==> src/rtl/tug_of_war_ctrl.sv <==
// Tug-of-war game sequencer: key conditioning, point detection, scoring and round/hold control.
// Optional CPU right player (LFSR driven) is compiled in with `define TUG_CPU_PLAYER_EN.
module tug_of_war_ctrl #(
    parameter int unsigned N_LIGHTS    = 9,
    parameter int unsigned SCORE_W     = 3,
    parameter int unsigned HOLD_CYCLES = 8,
    parameter logic [7:0]  CPU_THRESH  = 8'd200
) (
    input  logic               clk,
    input  logic               reset,
    input  logic               key_l,
    input  logic               key_r,
    input  logic               edge_l_on,
    input  logic               edge_r_on,
    output logic               press_l,
    output logic               press_r,
    output logic               next_round,
    output logic [SCORE_W-1:0] score_l,
    output logic [SCORE_W-1:0] score_r,
    output logic               game_over,
    output logic [1:0]         winner
);

    localparam int unsigned        CntW     = (HOLD_CYCLES > 1) ? $clog2(HOLD_CYCLES) : 1;
    localparam logic [CntW-1:0]    HoldLoad = CntW'(HOLD_CYCLES - 1);
    localparam logic [SCORE_W-1:0] ScoreMax = {SCORE_W{1'b1}};

    if (N_LIGHTS < 3 || (N_LIGHTS % 2) == 0 || HOLD_CYCLES < 1) begin : gen_bad_cfg
        $error("tug_of_war_ctrl: N_LIGHTS must be odd and >= 3, HOLD_CYCLES >= 1");
    end

    typedef enum logic [1:0] {StIdle, StPlay, StHold, StOver} state_e;

    state_e             state_q, state_d;
    logic [CntW-1:0]    cnt_q, cnt_d;
    logic [1:0]         sync1_q, sync1_d, sync2_q, sync2_d, prev_q, prev_d; // bit0 left, bit1 right
    logic [SCORE_W-1:0] score_l_q, score_l_d, score_r_q, score_r_d;
    logic               press_l_q, press_l_d, press_r_q, press_r_d;
    logic               next_round_q, next_round_d;
    logic               game_over_q, game_over_d;
    logic [1:0]         winner_q, winner_d;
    logic               rise_l, rise_r, valid_l, valid_r;

    // Sync/prev flops reset high so a key held through reset never looks like a fresh press.
    always_comb begin
        sync1_d = {key_r, key_l};
        sync2_d = sync1_q;
        prev_d  = sync2_q;
    end

    assign rise_l = sync2_q[0] & ~prev_q[0];

`ifdef TUG_CPU_PLAYER_EN
    logic [7:0] lfsr_q, lfsr_d;
    logic       cpu_rise_q, cpu_rise_d;

    always_comb begin
        lfsr_d     = {lfsr_q[6:0], lfsr_q[7] ^ lfsr_q[5] ^ lfsr_q[4] ^ lfsr_q[3]};
        cpu_rise_d = (state_q == StPlay) && (lfsr_q > CPU_THRESH) && !cpu_rise_q;
    end

    always_ff @(posedge clk or negedge reset) begin
        if (!reset) begin
            lfsr_q     <= 8'hA5;
            cpu_rise_q <= 1'b0;
        end else begin
            lfsr_q     <= lfsr_d;
            cpu_rise_q <= cpu_rise_d;
        end
    end

    assign rise_r = cpu_rise_d;
`else
    assign rise_r = sync2_q[1] & ~prev_q[1];
`endif

    // Simultaneous rises cancel each other.
    assign valid_l = rise_l & ~rise_r;
    assign valid_r = rise_r & ~rise_l;

    always_comb begin
        state_d      = state_q;
        cnt_d        = cnt_q;
        score_l_d    = score_l_q;
        score_r_d    = score_r_q;
        press_l_d    = 1'b0;
        press_r_d    = 1'b0;
        next_round_d = 1'b0;
        game_over_d  = game_over_q;
        winner_d     = winner_q;

        unique case (state_q)
            StIdle: begin
                state_d      = StPlay;
                next_round_d = 1'b1;
            end
            StPlay: begin
                press_l_d = valid_l;
                press_r_d = valid_r;
                if (valid_l && edge_l_on) begin
                    score_l_d = score_l_q + 1'b1;
                    if (score_l_d == ScoreMax) begin
                        state_d     = StOver;
                        game_over_d = 1'b1;
                        winner_d    = 2'b01;
                    end else begin
                        state_d      = StHold;
                        cnt_d        = HoldLoad;
                        next_round_d = (HoldLoad == '0);
                    end
                end else if (valid_r && edge_r_on) begin
                    score_r_d = score_r_q + 1'b1;
                    if (score_r_d == ScoreMax) begin
                        state_d     = StOver;
                        game_over_d = 1'b1;
                        winner_d    = 2'b10;
                    end else begin
                        state_d      = StHold;
                        cnt_d        = HoldLoad;
                        next_round_d = (HoldLoad == '0);
                    end
                end
            end
            StHold: begin
                if (cnt_q == '0) begin
                    state_d = StPlay;
                end else begin
                    cnt_d        = cnt_q - 1'b1;
                    // Register the pulse so it lines up with the final hold cycle.
                    next_round_d = (cnt_d == '0);
                end
            end
            StOver: begin
                state_d = StOver;
            end
            default: begin
                state_d = StIdle;
            end
        endcase
    end

    always_ff @(posedge clk or negedge reset) begin
        if (!reset) begin
            state_q      <= StIdle;
            cnt_q        <= '0;
            sync1_q      <= 2'b11;
            sync2_q      <= 2'b11;
            prev_q       <= 2'b11;
            score_l_q    <= '0;
            score_r_q    <= '0;
            press_l_q    <= 1'b0;
            press_r_q    <= 1'b0;
            next_round_q <= 1'b0;
            game_over_q  <= 1'b0;
            winner_q     <= 2'b00;
        end else begin
            state_q      <= state_d;
            cnt_q        <= cnt_d;
            sync1_q      <= sync1_d;
            sync2_q      <= sync2_d;
            prev_q       <= prev_d;
            score_l_q    <= score_l_d;
            score_r_q    <= score_r_d;
            press_l_q    <= press_l_d;
            press_r_q    <= press_r_d;
            next_round_q <= next_round_d;
            game_over_q  <= game_over_d;
            winner_q     <= winner_d;
        end
    end

    assign press_l    = press_l_q;
    assign press_r    = press_r_q;
    assign next_round = next_round_q;
    assign score_l    = score_l_q;
    assign score_r    = score_r_q;
    assign game_over  = game_over_q;
    assign winner     = winner_q;

endmodule

==> config.mk <==
export PLATFORM = sky130hd
export DESIGN_NAME = tug_of_war_ctrl
export DESIGN_NICKNAME = d
export VERILOG_FILES = /design/src/rtl/tug_of_war_ctrl.sv
export SDC_FILE = /design/constraint.sdc
export NUM_CORES = 1
export LEC_CHECK = 0
export BUFFER_PORTS_ARGS = -buffer_cell sky130_fd_sc_hd__buf_2
export CORE_UTILIZATION = 48
export CTS_CLUSTER_DIAMETER = 80
export DETAILED_ROUTE_END_ITERATION = 8
export MAX_ROUTING_LAYER = met4
export PLACE_DENSITY = 0.73
export SYNTH_ARGS = -nofsm -noshare
export SYNTH_HDL_FRONTEND = slang
export SYNTH_SLANG_ARGS = --single-unit
==> constraint.sdc <==
create_clock -name clk -period 1.7 [get_ports clk]
set_clock_uncertainty 0.05 [all_clocks]
set_input_delay 0.255 -clock clk [delete_from_list [all_inputs] [get_ports clk]]
set_output_delay 0.255 -clock clk [all_outputs]
set_load 0.05 [all_outputs]
==> run_results.csv, run 1 <==
group,metric,value,unit
outcome,status,"finished clean",
placement,gp_congestion,0.7590,
logic_synthesis,syn_inst,89,
placement,dpl_cell_area,1191,µm²
route,drc_errors,0,
pwr,switching_power,691.4,µW
sta,rsz0062_at_grt,"yes",
floorplanning,num_rows,16,
final_layout,n_fill_cell,164,
sta,setup_viol,0,
logic_synthesis,async_reset_ff_frac,1.000,
global_route,grt_pass1_wl,3.036,mm
sta,holdWs,220.2,ps
sta,tightest_slew,493.9,ps
critical_path,required,1880,ps
global_route,grt_max_degree,24,
sta,maxSlewViolCount,0,
final_layout,nets,130,
critical_path,worstSetupPathType,"flop to flop",
logic_synthesis,synth_top_area_cell,"dfrtp_1",
floorplanning,pin_count,18,
sta,fmax,0.6017,GHz
sta,tns,0,ps
route,wl_per_cell,12.23,µm
route,first_pass_iters,4,
critical_path,arrival,1840,ps
route,ant_nets,0,
route,drt-total-wl,1.749,mm
floorplanning,die-height,48.93,µm
pwr,p_int,984.6,µW
logic_synthesis,ys_ff_latch,23,
logic_synthesis,yosysMostFrequentCell,"dfrtp_1",
clocking,clk_pin_slew_worst_paths,120,ps
clocking,ctsRootBufferMaster,"clkbuf_4",
final_layout,seq_area,588.1,µm²
logic_synthesis,synth_edf_count,0,
clocking,numCtsBuffers,3,
floorplanning,fp.dieArea,2394,µm²
placement,dp_hpwl,1.254,mm
pwr,swShare,0.4125,
sta,min_period_over_period,0.9776,
logic_synthesis,ys_warn_count,0,
critical_path,crit_chain,"ha_4 -> xor2_1 -> a2111oi_2 -> o21ai_2 -> a22oi_1",
logic_synthesis,synth_fp_nets,102,
logic_synthesis,ys.flop_type,"dfrtp_1",
floorplanning,die_w,48.93,µm
logic_synthesis,ys_types,29,
critical_path,crit_path_max_fanout,4,
global_route,gr-total-overflow,0,
logic_synthesis,ys_seq_area_frac,0.5515,
final_layout,fin_util,0.6312,
pwr,seq_power_share,0.455,
sta,hold_violations,0,
floorplanning,start_util,0.5229,
critical_path,slowest_stage,"dfrtp_2",
sta,relSlewSlack,0.6707,
pwr,power.density,1313,nW/µm²
floorplanning,core,2022,µm²
final_layout,syn2layout_area_growth,20.71,%
clocking,insertion_delay,310,ps
pwr,cellLeakagePower,0.6025,nW
logic_synthesis,synth_area_leaders,"dfrtp_1, dfstp_2, ha_1",
clocking,cts_tree,"yes",
global_route,grt_util_all_layers,0.1740,
route,via_count,737,
logic_synthesis,ys_top_cells_by_count,"dfrtp_1, inv_1, ha_1, dfstp_2",
critical_path,critPathLaunchType,"flop",
route,drtIter0Drc,11,
pwr,ir_worst_vdd,0.9671,mV
critical_path,cp-end-kind,"flop",
sta,period_needed,1662,ps
clocking,clock_path_buffers,2,
run,maxCapViolations,0,
pwr,p_clk_frac,0.147,
critical_path,critPathTopFamily,"compound AO/OA/AOI/OAI gates",
global_route,antenna_found_initial,0,
final_layout,n_antenna_cell,0,
global_route,grt_pass1_vias,747,
pwr,pwr-share-comb,0.398,
logic_synthesis,synth_top_area_frac,0.4024,
critical_path,slowest_delay,460,ps
logic_synthesis,synth_area,1057,µm²
critical_path,critPathBufInv,0,
clocking,htree_levels,1,
final_layout,multi_input_area,451.7,µm²
final_layout,drive_gt1_frac,0.3621,
clocking,clock_sinks,23,
sta,fin_ws,38.10,ps
placement,pre_cts_slack,101.4,ps
worst_hold_path,worstHoldPathType,"primary input to flop",
placement,portBuffers,17,
logic_synthesis,avgSynthCellArea,11.88,µm²
final_layout,fin_area,1276,µm²
route,vias_per_cell,5.154,
[per-layer routing]
layer	wire, µm	part of all wire	GRT usage
met1	813	0.46	0.2077
met4	27	0.015	0.08333
met5	0	0	-
met2	852	0.49	0.2801
met3	54	0.031	0.03738
[logic make-up (layout without fill, tap and decap cells)]
| kind of cell | count (synthesis) | after routing | synth area share |
|---|---|---|---|
| flops | 23 | 23 | 0.5515 |
| xor+xnor | 6 | 6 | 0.04970 |
| compound gates | 16 | 16 | 0.1314 |
| buf+inv | 10 | 37 | 0.03551 |
| fa+ha+maj | 7 | 7 | 0.08284 |
| simple gates | 27 | 27 | 0.1491 |
[cell usage in the layout, fill, tap and decap left out, drive strengths merged, types with 4 or more instances in the layout]
cell	instances
nand2	4
nor2	4
ha	7
dfstp	6
o21ai	5
xnor2	4
nor3	4
buf	20
inv	10
dfrtp	17
[worst reg2reg max path, stage by stage, from the launching register on]
cell and delay (ps):
dfrtp_2 460, ha_4 170, xor2_1 170, a2111oi_2 410, o21ai_2 140, a22oi_1 180
[cell type report]
| cell class | count | share of cell area |
|---|---|---|
| Sequential cell | 23 | 0.4608 |
| Multi-Input combinational cell | 56 | 0.3539 |
| Timing Repair Buffer | 23 | 0.1078 |
| Inverter | 10 | 0.02941 |
| Tap cell | 27 | 0.02647 |
| Clock buffer | 3 | 0.01765 |
| Clock inverter | 1 | 0.003922 |
[registers in the layout (all words and copies together), names as in the netlist]
signal      cells
winner          2
prev_d          2
cnt_q           3
press_l         1
score_l         3
state_q         2
score_r         3
next_round      1
sync1_q         2
press_r         1
prev_q          2
game_over       1
[repair_timing]
| item | 4_1_cts | 5_1_grt |
|---|---|---|
| hold endpoints to repair | 19 | 0 |
| endpoints found under the setup margin | 0 | 4 |
| hold buffers | 3 | 0 |
| setup buffers | 0 | 2 |
| gates resized for setup | 0 | 2 |
[stage by stage]
step	std cells	power, mW
final	143	1.676
after floorplan	89	1.225
after CTS	141	1.637
after detailed placement	134	1.385
after global placement	134	1.359
after global routing	143	1.792
[power by group through the flow]
| stage | logic [mW] | registers (mW) | clock network (mW) |
|---|---|---|---|
| 2_1_floorplan | 0.277 | 0.948 | 0 |
| 4_1_cts | 0.627 | 0.754 | 0.256 |
| 3_3_place_gp | 0.603 | 0.755 | 0 |
| 5_1_grt | 0.736 | 0.780 | 0.276 |
| 3_5_place_dp | 0.620 | 0.765 | 0 |
| 6_report | 0.666 | 0.763 | 0.247 |
[path summary, 6_finish.rpt]
check                                       start                      to  cells after the start  slack (ps)
min in group asynchronous                   reset   winner[1]$_DFFE_PN0P_                      2         380
setup / recovery           score_r[0]$_DFFE_PN0P_    cnt_q[1]$_DFFE_PN0P_                      5          40
setup reg to reg           score_r[0]$_DFFE_PN0P_    cnt_q[1]$_DFFE_PN0P_                      5          40
hold / removal                          edge_r_on  score_r[0]$_DFFE_PN0P_                      3         220
hold reg to reg              sync1_q[1]$_DFF_PN1_     prev_d[1]$_DFF_PN1_                      0         320
max in group asynchronous                   reset  score_r[0]$_DFFE_PN0P_                      2         860
(Power assumes the default switching activity.)
==> run 2: changes to the inputs <==
Settings changed: BUFFER_PORTS_ARGS -buffer_cell sky130_fd_sc_hd__buf_2 to -buffer_cell sky130_fd_sc_hd__buf_4.
==> run 2 against run 1 <==
Compared with the run above:
- power grew 5.8%
- design area grew 7.3%
- clock power grew 3%
- critical endpoint is now state_q[0]$_DFFE_PN0P_
- highest routed layer unchanged
==> run_results.csv, run 2 (synthesis gave the netlist of run 1 again) <==
group,metric,value,unit
outcome,status,"finished clean",
placement,portBuffers,17,
floorplanning,num_rows,16,
sta,relSlewSlack,0.7302,
sta,tns,0,ps
critical_path,critPathTopFamily,"compound AO/OA/AOI/OAI gates",
route,wl_per_cell,12.36,µm
pwr,swShare,0.4025,
route,vias_per_cell,5.288,
pwr,switching_power,713.6,µW
final_layout,syn2layout_area_growth,29.47,%
clocking,numCtsBuffers,3,
critical_path,arrival,1770,ps
floorplanning,die_w,48.93,µm
sta,tightest_slew,403.3,ps
critical_path,critPathBufInv,0,
clocking,htree_levels,1,
global_route,grt_pass1_wl,3.229,mm
floorplanning,fp.dieArea,2394,µm²
sta,maxSlewViolCount,0,
placement,gp_congestion,0.7170,
floorplanning,start_util,0.5229,
floorplanning,die-height,48.93,µm
floorplanning,pin_count,18,
final_layout,final_common_cell,"buf_4",
route,first_pass_iters,4,
final_layout,nets,133,
global_route,grt_max_degree,24,
sta,setup_viol,0,
pwr,pwr-share-comb,0.427,
route,drtIter0Drc,17,
critical_path,required,1860,ps
global_route,grt_pass1_vias,724,
final_layout,n_fill_cell,148,
pwr,cellLeakagePower,0.6293,nW
floorplanning,core,2022,µm²
clocking,clock_path_buffers,2,
clocking,clock_sinks,23,
sta,period_needed,1609,ps
global_route,gr-total-overflow,0,
critical_path,crit_chain,"ha_4 -> xor2_2 -> a2111oi_4 -> o21ai_2 -> and2_1",
clocking,cts_tree,"yes",
sta,rsz0062_at_grt,"no",
final_layout,n_antenna_cell,0,
critical_path,critPathLaunchType,"flop",
clocking,clk_pin_slew_worst_paths,130,ps
final_layout,multi_input_area,479.2,µm²
placement,placed_cells,135,
placement,dp_hpwl,1.277,mm
sta,min_period_over_period,0.9464,
placement,pre_cts_slack,100.7,ps
sta,fmax,0.6216,GHz
pwr,ir_worst_vdd,1.216,mV
final_layout,fin_cells,146,
critical_path,slowest_stage,"dfrtp_2",
clocking,insertion_delay,320,ps
route,drt-total-wl,1.804,mm
global_route,grt_util_all_layers,0.1799,
critical_path,cp-end-kind,"flop",
worst_hold_path,worstHoldPathType,"primary input to flop",
route,ant_nets,0,
route,drc_errors,0,
clocking,ctsRootBufferMaster,"clkbuf_4",
global_route,antenna_found_initial,0,
critical_path,slowest_delay,460,ps
route,via_count,772,
pwr,p_int,1.059,mW
critical_path,worstSetupPathType,"flop to flop",
sta,fin_ws,91.18,ps
critical_path,crit_path_max_fanout,4,
pwr,p_clk_frac,0.144,
final_layout,seq_area,588.1,µm²
run,maxCapViolations,0,
final_layout,final_cell_mix,"buf_4, dfrtp_1, inv_1",
final_layout,drive_gt1_frac,0.4034,
sta,hold_violations,0,
pwr,seq_power_share,0.429,
pwr,power.density,1295,nW/µm²
-- run 2: worst register-to-register path: cells and delay by family (launching register included) --
kind | cells | cell delay, ps
AOI/OAI and AO/OA | 2 | 490
DFF | 1 | 460
adders and majority gates | 1 | 180
xor gates and xnor gates | 1 | 180
and+or+nand+nor | 1 | 150
-- run 2: path summary, 6_finish.rpt --
check                                            start                      to  slack, ps  cells past startpoint
worst max-delay path            score_r[1]$_DFFE_PN0P_  state_q[0]$_DFFE_PN0P_         90                      5
max in group asynchronous                        reset    sync1_q[0]$_DFF_PN1_       1010                      2
min in group asynchronous                        reset   game_over$_DFFE_PN0P_        300                      2
worst min-delay path                         edge_r_on  score_r[0]$_DFFE_PN0P_        240                      3
worst max register to register  score_r[1]$_DFFE_PN0P_  state_q[0]$_DFFE_PN0P_         90                      5
worst min register to register    sync1_q[0]$_DFF_PN1_     prev_d[0]$_DFF_PN1_        300                      0
-- run 2: final cells by class --
| type | count | area share |
|---|---|---|
| multi-input combinational | 56 | 0.3501 |
| inverter | 10 | 0.02742 |
| clock buffer | 3 | 0.01645 |
| clock inverter | 1 | 0.003656 |
| sequential | 23 | 0.4296 |
| tap | 27 | 0.02468 |
| timing repair buffer | 26 | 0.1481 |
-- run 2: metrics by stage --
step,hold WS [ps],power (mW),util,cell area [µm²]
after floorplan,-90.59,1.225,-,1065
after global placement,107.2,1.401,0.6139,1241
after detailed placement,112.2,1.429,0.6139,1241
after CTS,236.2,1.686,0.6423,1299
after global routing,258.5,1.907,0.6770,1369
final,235.8,1.773,0.6770,1369
-- run 2: layer usage --
layer	wire length, µm	global-route usage	up-vias
li1	-	-	367
met1	854	0.2389	379
met2	858	0.2708	21
met3	58	0.03115	5
met4	31	0.07843	0
met5	0	-	-
-- run 2: power by group through the flow --
stage          clock [mW]  combinational [mW]  sequential, mW
6_report            0.255               0.757           0.761
2_1_floorplan           0               0.277           0.948
3_3_place_gp            0               0.641           0.760
3_5_place_dp            0               0.658           0.771
5_1_grt             0.288               0.839           0.780
4_1_cts             0.262               0.665           0.759
-- run 2: repair_timing --
item | 4_1_cts | 5_1_grt
setup endpoints to repair | 0 | 4
hold buffers | 3 | 0
gates resized for setup | 0 | 6
buffers inserted | 0 | 4
hold endpoints to repair | 19 | 0
==> run 3: changes to the inputs <==
Settings changed: REMOVE_ABC_BUFFERS set to 1.
==> run 3 against run 2 <==
Compared with the run above:
- power decreased by 1.2%
- worst hold slack got worse by 4.1 ps
- sequential cell count unchanged
- global-route usage decreased by 0.51 points
- largest power group is now combinational cells
- sequential power decreased by 3.5%
- highest routed layer unchanged
- die area unchanged
- non-clock buffer count unchanged
- design area decreased by 2.2%
- clock-buffer cell count unchanged
- final cell count unchanged
- register-to-register slack improved by 30 ps
- largest cell class unchanged
==> run_results.csv, run 3 (synthesis gave the netlist of run 1 again) <==
group,metric,value,unit
pwr,switching_power,698.4,µW
placement,pre_cts_slack,23.01,ps
critical_path,r2r-end,"state_q[0]$_DFFE_PN0P_",
global_route,grt_util_all_layers,0.1748,
worst_hold_path,hold_end,"score_r[0]$_DFFE_PN0P_",
pwr,pwr-share-comb,0.440,
sta,fin_ws,120.2,ps
final_layout,final_common_cell,"buf_4",
global_route,grt_max_degree,24,
route,drc_errors,0,
pwr,p_int,1.053,mW
clocking,clk_pin_slew_worst_paths,120,ps
clocking,numCtsBuffers,3,
final_layout,final_cell_mix,"buf_4, dfrtp_1, inv_1",
global_route,gr-total-overflow,0,
clocking,htree_levels,1,
critical_path,arrival,1750,ps
sta,min_period_over_period,0.9293,
floorplanning,die_w,48.93,µm
sta,period_needed,1580,ps
critical_path,required,1870,ps
route,wl_per_cell,11.98,µm
final_layout,syn2layout_area_growth,26.63,%
route,drtIter0Drc,4,
pwr,p_clk_frac,0.141,
floorplanning,pin_count,18,
critical_path,crit_path_max_fanout,4,
route,first_pass_iters,4,
clocking,insertion_delay,310,ps
clocking,clock_path_buffers,2,
floorplanning,fp.dieArea,2394,µm²
route,via_count,737,
global_route,antenna_found_initial,0,
worst_hold_path,worstHoldPathType,"primary input to flop",
final_layout,fin_cells,146,
critical_path,critPathLaunchType,"flop",
placement,portBuffers,17,
pwr,cellLeakagePower,0.6305,nW
sta,fmax,0.6330,GHz
sta,rsz0062_at_grt,"no",
floorplanning,num_rows,16,
outcome,status,"finished clean",
global_route,grt_pass1_vias,699,
sta,setup_viol,0,
worst_hold_path,hold_depth,3,
sta,tightest_slew,381.3,ps
critical_path,regToRegSetupSlack,120,ps
pwr,swShare,0.3989,
pwr,seq_power_share,0.419,
placement,gp_congestion,0.7725,
floorplanning,start_util,0.5229,
pwr,ir_worst_vdd,0.9981,mV
placement,dp_hpwl,1.296,mm
clocking,ctsRootBufferMaster,"clkbuf_4",
run,maxCapViolations,0,
clocking,clock_sinks,23,
route,drt-total-wl,1.749,mm
worst_hold_path,hold_start,"edge_r_on",
clocking,cts_tree,"yes",
critical_path,cp-end-kind,"flop",
sta,relSlewSlack,0.7444,
final_layout,nets,133,
final_layout,n_antenna_cell,0,
floorplanning,die-height,48.93,µm
global_route,grt_pass1_wl,3.063,mm
placement,placed_cells,137,
sta,hold_violations,0,
final_layout,drive_gt1_frac,0.3613,
route,ant_nets,0,
critical_path,reg2regPathDepth,5,
sta,maxSlewViolCount,0,
floorplanning,core,2022,µm²
critical_path,worstSetupPathType,"flop to flop",
critical_path,worst_r2r_startpoint,"score_l[0]$_DFFE_PN0P_",
pwr,power.density,1308,nW/µm²
route,vias_per_cell,5.048,
## run 3: timing repair
item,4_1_cts,5_1_grt
pin swaps,0,2
hold buffers,3,0
gates resized for setup,0,4
buffers inserted,1,1
endpoints found under the hold margin,19,0
setup endpoints to repair,1,4
## run 3: cell type report
class                           instances  area [µm²]
Clock buffer                            3       22.52
Clock inverter                          1       5.005
Fill cell                             153       683.2
Inverter                               10       37.54
Multi-Input combinational cell         56       454.2
Sequential cell                        23       583.1
Tap cell                               27       33.78
Timing Repair Buffer                   26       202.7
## run 3: power by group through the flow
stage / Combinational (mW) / Clock [mW] / Sequential, mW
after CTS: 0.733 / 0.260 / 0.731
final: 0.771 / 0.247 / 0.734
after floorplan: 0.276 / 0 / 0.937
after global routing: 0.845 / 0.286 / 0.749
after global placement: 0.685 / 0 / 0.738
after detailed placement: 0.706 / 0 / 0.745
## run 3: worst max-delay path: stages (launching register included)
cell	delay, ps
dfrtp_1	410
ha_2	220
xor2_2	210
a2111oi_4	320
o21ai_2	130
and2_1	150
## run 3: worst max-delay path by stage
stage | from | to | slack (ps) | cells after the start
finish | score_l[0]$_DFFE_PN0P_ | state_q[0]$_DFFE_PN0P_ | 120 | 5
global route | score_r[1]$_DFFE_PN0P_ | cnt_q[2]$_DFFE_PN0P_ | 0.7 | 5
CTS | score_l[0]$_DFFE_PN0P_ | cnt_q[1]$_DFFE_PN0P_ | 10 | 5
detailed placement | score_l[0]$_DFFE_PN0P_ | state_q[0]$_DFFE_PN0P_ | 20 | 5
global placement | score_l[0]$_DFFE_PN0P_ | cnt_q[1]$_DFFE_PN0P_ | 80 | 5
floorplan | score_l[0]$_DFFE_PN0P_ | state_q[0]$_DFFE_PN0P_ | -170 | 5
## run 3: through the flow
stage                     power [mW]  setup TNS [ps]  area (µm²)  hold WS (ps)  utilization
final                          1.751               0        1339         231.7       0.6621
after global routing           1.880               0        1339         236.8       0.6621
after floorplan                1.213          -679.6        1057        -90.59            -
after detailed placement       1.450               0        1249         112.5       0.6176
after CTS                      1.724               0        1314         230.4       0.6498
after global placement         1.423               0        1249         107.4       0.6176
## run 3: metal layers
layer,part of all wire,global-route usage,up-vias
li1,-,-,368
met2,0.49,0.2963,18
met5,0,-,-
met4,0.024,0.08824,0
met3,0.022,0.01869,5
met1,0.46,0.2062,346
